==> src/rtl/rv64g_reg_lock_tracker.sv <==
// ---------------------------------------------------------------------------
// rv64g_reg_lock_tracker
//
// Register-lock scoreboard at the far end of the launch path. Each launched
// instruction that writes a destination register bumps a small per-register
// pending-write counter. Each writeback port strobe decrements it again. The
// launcher uses the resulting lock vector for its hazard checks. Because a
// counter is kept per register, several in-flight writes to one register are
// tracked correctly.
//
// Ports
//   clk_i           clock, all state updates on the rising edge
//   rst_i           synchronous active-high reset
//   clear_i         synchronous flush (pipeline kill); same effect as reset
//   launch_valid_i  launched instruction valid
//   launch_ready_o  tracker can accept the launch (never depends on valid)
//   launch_wr_en_i  launched instruction writes rd
//   launch_rd_i     destination register of the launched instruction
//   wb_valid_i      per-port writeback/unlock strobe
//   wb_rd_i         per-port register being unlocked
//   locks_o         bit r set while register r has pending writes
//   outstanding_o   total pending writes across all registers
//   wb_err_o        sticky: unlock seen for a register with nothing pending
// ---------------------------------------------------------------------------
module rv64g_reg_lock_tracker #(
  parameter int NR  = 64,
  parameter int NWB = 2,
  parameter int CW  = 2
) (
  input  logic                           clk_i,
  input  logic                           rst_i,
  input  logic                           clear_i,
  input  logic                           launch_valid_i,
  output logic                           launch_ready_o,
  input  logic                           launch_wr_en_i,
  input  logic [$clog2(NR)-1:0]          launch_rd_i,
  input  logic [NWB-1:0]                 wb_valid_i,
  input  logic [NWB-1:0][$clog2(NR)-1:0] wb_rd_i,
  output logic [NR-1:0]                  locks_o,
  output logic [$clog2(NR)+CW-1:0]       outstanding_o,
  output logic                           wb_err_o
);

  localparam int AW = $clog2(NR);
  localparam int TW = AW + CW;
  localparam logic [CW-1:0] CNT_MAX = '1;

  logic [NR-1:0][CW-1:0] cnt_q, cnt_d;
  logic [TW-1:0]         tot_q, tot_d;
  logic                  err_q, err_d;

  logic                  at_max;
  logic                  inc_en;
  logic [TW-1:0]         dec_req;
  logic [TW-1:0]         cur;
  logic [TW-1:0]         inc;

  // Ready only looks at the current counter value, so a writeback arriving in
  // the same cycle never opens the gate: there is no wb -> ready path.
  always_comb begin
    at_max = launch_wr_en_i && (launch_rd_i != '0) && (cnt_q[launch_rd_i] == CNT_MAX);
    launch_ready_o = !(rst_i || clear_i) && !at_max;
    inc_en = launch_valid_i && launch_ready_o && launch_wr_en_i && (launch_rd_i != '0);
  end

  // Next-state for every counter: launch increment and the (clamped)
  // writeback decrements are applied together. Decrements are clamped
  // against the old count only, so an over-unlock floors at zero and raises
  // the sticky error even when a launch to the same register is also firing.
  // The total is moved by exactly the same net delta as the counters.
  always_comb begin
    cnt_d   = cnt_q;
    tot_d   = tot_q;
    err_d   = err_q;
    dec_req = '0;
    cur     = '0;
    inc     = '0;
    cnt_d[0] = '0;
    for (int r = 1; r < NR; r++) begin
      dec_req = '0;
      for (int k = 0; k < NWB; k++) begin
        if (wb_valid_i[k] && (wb_rd_i[k] == AW'(r))) begin
          dec_req = dec_req + TW'(1);
        end
      end
      cur = TW'(cnt_q[r]);
      if (dec_req > cur) begin
        err_d   = 1'b1;
        dec_req = cur;
      end
      inc = (inc_en && (launch_rd_i == AW'(r))) ? TW'(1) : '0;
      cnt_d[r] = CW'(cur + inc - dec_req);
      tot_d    = tot_d + inc - dec_req;
    end
    // A flush discards everything presented in this cycle.
    if (clear_i) begin
      cnt_d = '0;
      tot_d = '0;
      err_d = 1'b0;
    end
  end

  always_ff @(posedge clk_i) begin
    if (rst_i) begin
      cnt_q <= '0;
      tot_q <= '0;
      err_q <= 1'b0;
    end else begin
      cnt_q <= cnt_d;
      tot_q <= tot_d;
      err_q <= err_d;
    end
  end

  always_comb begin
    locks_o = '0;
    for (int r = 0; r < NR; r++) begin
      locks_o[r] = (cnt_q[r] != '0);
    end
  end

  assign outstanding_o = tot_q;
  assign wb_err_o      = err_q;

endmodule

==> config.mk <==
export PLATFORM = sky130hd
export DESIGN_NAME = rv64g_reg_lock_tracker
export DESIGN_NICKNAME = d
export VERILOG_FILES = /design/src/rtl/rv64g_reg_lock_tracker.sv
export SDC_FILE = /design/constraint.sdc
export NUM_CORES = 1
export LEC_CHECK = 0
export CORE_ASPECT_RATIO = 0.6
export CORE_MARGIN = 1.5
export CORE_UTILIZATION = 38
export CTS_CLUSTER_DIAMETER = 100
export CTS_CLUSTER_SIZE = 24
export DETAILED_ROUTE_END_ITERATION = 12
export PLACE_DENSITY = 0.64
export SLEW_MARGIN = 40
export SYNTH_ARGS = -nofsm -noshare
export SYNTH_HDL_FRONTEND = slang
export SYNTH_SLANG_ARGS = --single-unit
==> constraint.sdc <==
create_clock -name clk_i -period 11.25 [get_ports clk_i]
set_input_delay 2.25 -clock clk_i [delete_from_list [all_inputs] [get_ports clk_i]]
set_output_delay 2.25 -clock clk_i [all_outputs]
set_load 0.02 [all_outputs]
==> run summary <==
Worst R2R Path Depth: 30
Critical Path Fanout Max: 7
Worst-path clk slew: 0.07 ns
I/O Buffers: 97
Most numerous cell on the critical path: fa_1
Initial DRC Count: 2030
Slew @ Worst Pin: 1.030 ns
Static leakage: 14.15 nW
Post-synth top area share: 0.2748
Crit path launch type: input pin
Reg2Reg Capture Point: outstanding_o[6]
Syn avg cell area: 8.541 µm²
Total grt overflow: 0
Cts hold-fix bufs: 0
Syn Nets: 3178
Largest net degree at the start of global routing: 67
Unrepaired setup endpoints after global routing: yes
H-tree levels: 4
Pwr Total: 5.169 mW
Synthesized area: 21400 µm²
Worst path slowest cell: fa_1
Final instance area: 27260 µm²
Critical path endpoint: outstanding_o[6]
Final wirelength: 89310 µm
Leading area contributor after synthesis: ha_1
Main flop type after synthesis: dfxtp_1
Ranking of synthesized cells by area: ha_1, fa_1, dfxtp_1
CTS sink count: 135
Clock tree root driver cell: clkbuf_16
Layout Nets: 3657
Routed via count: 19164
Area delta synth->final: 27.38%
First-pass GRT wire length: 129500 µm
Worst skew pair latency: 0.49 ns
Status: complete, no violations
Crit. End Element: flip-flop
CTS Buffer Depth: 2
Most frequent cells in the layout: inv_1, ha_1, buf_4
Wire per inst: 23.76 µm
I/O pin cnt: 99
CP Launch Point: launch_rd_i[1]
Core area: 55750 µm²
Worst IR drop on VDD: 0.0005819 V
DRC: 0
Worst Path Required: 11.60 ns
Vias per inst: 5.100
Synth warn: 0
EDFF count, synth: 0
HPWL after DPL: 76200 µm
R2r setup slk: 1.90 ns
F_max: 89.52 MHz
Leading cell type in the layout, fill and taps excluded: inv_1
Vias in the first global route: 19572
CTS buffer count: 17
Final RePlAce weighted congestion: 1.064
Row count: 67
Crit path arrival time: 11.52 ns
Register area share after synthesis: 0.1263
Layout cells sized above 1: 0.2149
Area after DPL: 26180 µm²
Initial antenna violation count: 4
Final Hold Violating Endpoints: 0
Slew Limit Headroom: 0.3108
Final min period: 11.17 ns
Setup WS post-layout: 0.07893 ns
Hold WC Path Type: flip-flop to flip-flop
Die height: 186.8 µm
CTS tree: done
Final Cycle Share: 0.9930
Initial core utilization: 0.3839
Place WS: -0.7687 ns
Post-DRT Antenna Nets: 0
RR Startpoint: cnt_q[39]
Post-synthesis async set-or-reset flop share: 0
Gr usage total: 0.3137
Final slew viol count: 0
Power per cell area: 189.6 nW/µm²
Crit Path Class: input pin to flip-flop
Final Setup Violations: 0
#FFs+latches synth: 135
Critical path's largest stage delay: 0.62 ns
Skew final: 0.01733 ns
Die Area: 57800 µm²
DIE WIDTH: 309.4 µm
Post-synthesis cell count: 2506
MaxCap Viol Count: 0
Unique masters post-synth: 59
TritonRoute pass-1 iters: 6
Post-layout util: 0.4890
-- cell families (layout without fill, tap and decap cells) --
group | Yosys count | after routing | share of synthesized area
adders and majority gates | 647 | 647 | 0.4403
xor gates and xnor gates | 136 | 136 | 0.05565
other | 1 | 3 | 0.0001752
buffers and inverters | 600 | 1091 | 0.1081
DFF | 135 | 135 | 0.1263
muxes | 69 | 69 | 0.04665
AOI/OAI and AO/OA | 207 | 207 | 0.06144
and+or+nand+nor | 711 | 711 | 0.1614
-- repair_timing --
item                       4_1_cts  5_1_grt
buffers inserted                 2       16
cloned                           0        1
pin swaps                        1       48
setup endpoints to repair        4        5
resized for setup               27       89
-- synth_stat cells, types with 33 or more instances --
cell        n
a21oi_1    60
and2_1     97
clkbuf_1   33
dfxtp_1   135
fa_1      177
ha_1      470
inv_1     547
nand2_1   162
nor2_1    232
nor2b_1    57
o21ai_0    64
or2_2      67
xnor2_1    70
xor2_1     66
-- metal layers --
metal | track usage | vias up | wire, µm
met5 | 0 | - | 29
met3 | 0.1145 | 107 | 11320
li1 | - | 8798 | -
met1 | 0.4549 | 9387 | 40610
met4 | 0.07164 | 4 | 2095
met2 | 0.4377 | 868 | 35250
-- per-stage QoR --
step / setup TNS (ns) / instances / hold slack [ns]
2_1_floorplan: 0 / 2506 / 0.5798
3_3_place_gp: -3.381 / 3706 / 0.6102
3_5_place_dp: -3.521 / 3706 / 0.6234
4_1_cts: 0 / 3739 / 0.6421
5_1_grt: -0.1284 / 3756 / 0.6608
6_report: 0 / 3758 / 0.6358
-- worst min-delay path by stage --
stage,startpoint,endpoint,slack [ns],depth (start not counted)
after global placement,cnt_q[4],cnt_q[4],0.61,2
after global routing,cnt_q[4],cnt_q[4],0.66,2
after floorplan,cnt_q[4],cnt_q[4],0.58,2
after CTS,cnt_q[4],cnt_q[4],0.64,2
final,cnt_q[4],cnt_q[4],0.64,2
after detailed placement,cnt_q[4],cnt_q[4],0.62,2
-- sequential cells by signal, indices dropped and copies added (netlist names) --
register       flops
cnt_q            126
outstanding_o      8
wb_err_o           1
-- final cells by class --
class                   instances  area, µm²
flip-flops and latches        135       2703
multi-input cells            1771      16630
repair buffers                512       4305
well taps                     759      949.7
clock inverters                12      152.6
diodes                          2      5.005
inverters                     548       2064
fillers                      5390      28480
clock buffers                  19      452.9
-- where the power goes --
group          switching, mW  internal, mW  total (mW)
registers             0.0201         0.509       0.529
clock network          0.267         0.358       0.624
logic                   1.97          2.04        4.02
-- worst max-delay path, delay by kind of cell --
| family | cells | cell delay, ns |
|---|---|---|
| buf+inv | 8 | 0.81 |
| xor+xnor | 1 | 0.14 |
| compound gates | 6 | 1.25 |
| mux | 1 | 0.56 |
| simple gates | 5 | 0.67 |
| fa+ha+maj | 12 | 5.80 |
Note: power is estimated with default switching activity, not from simulation.
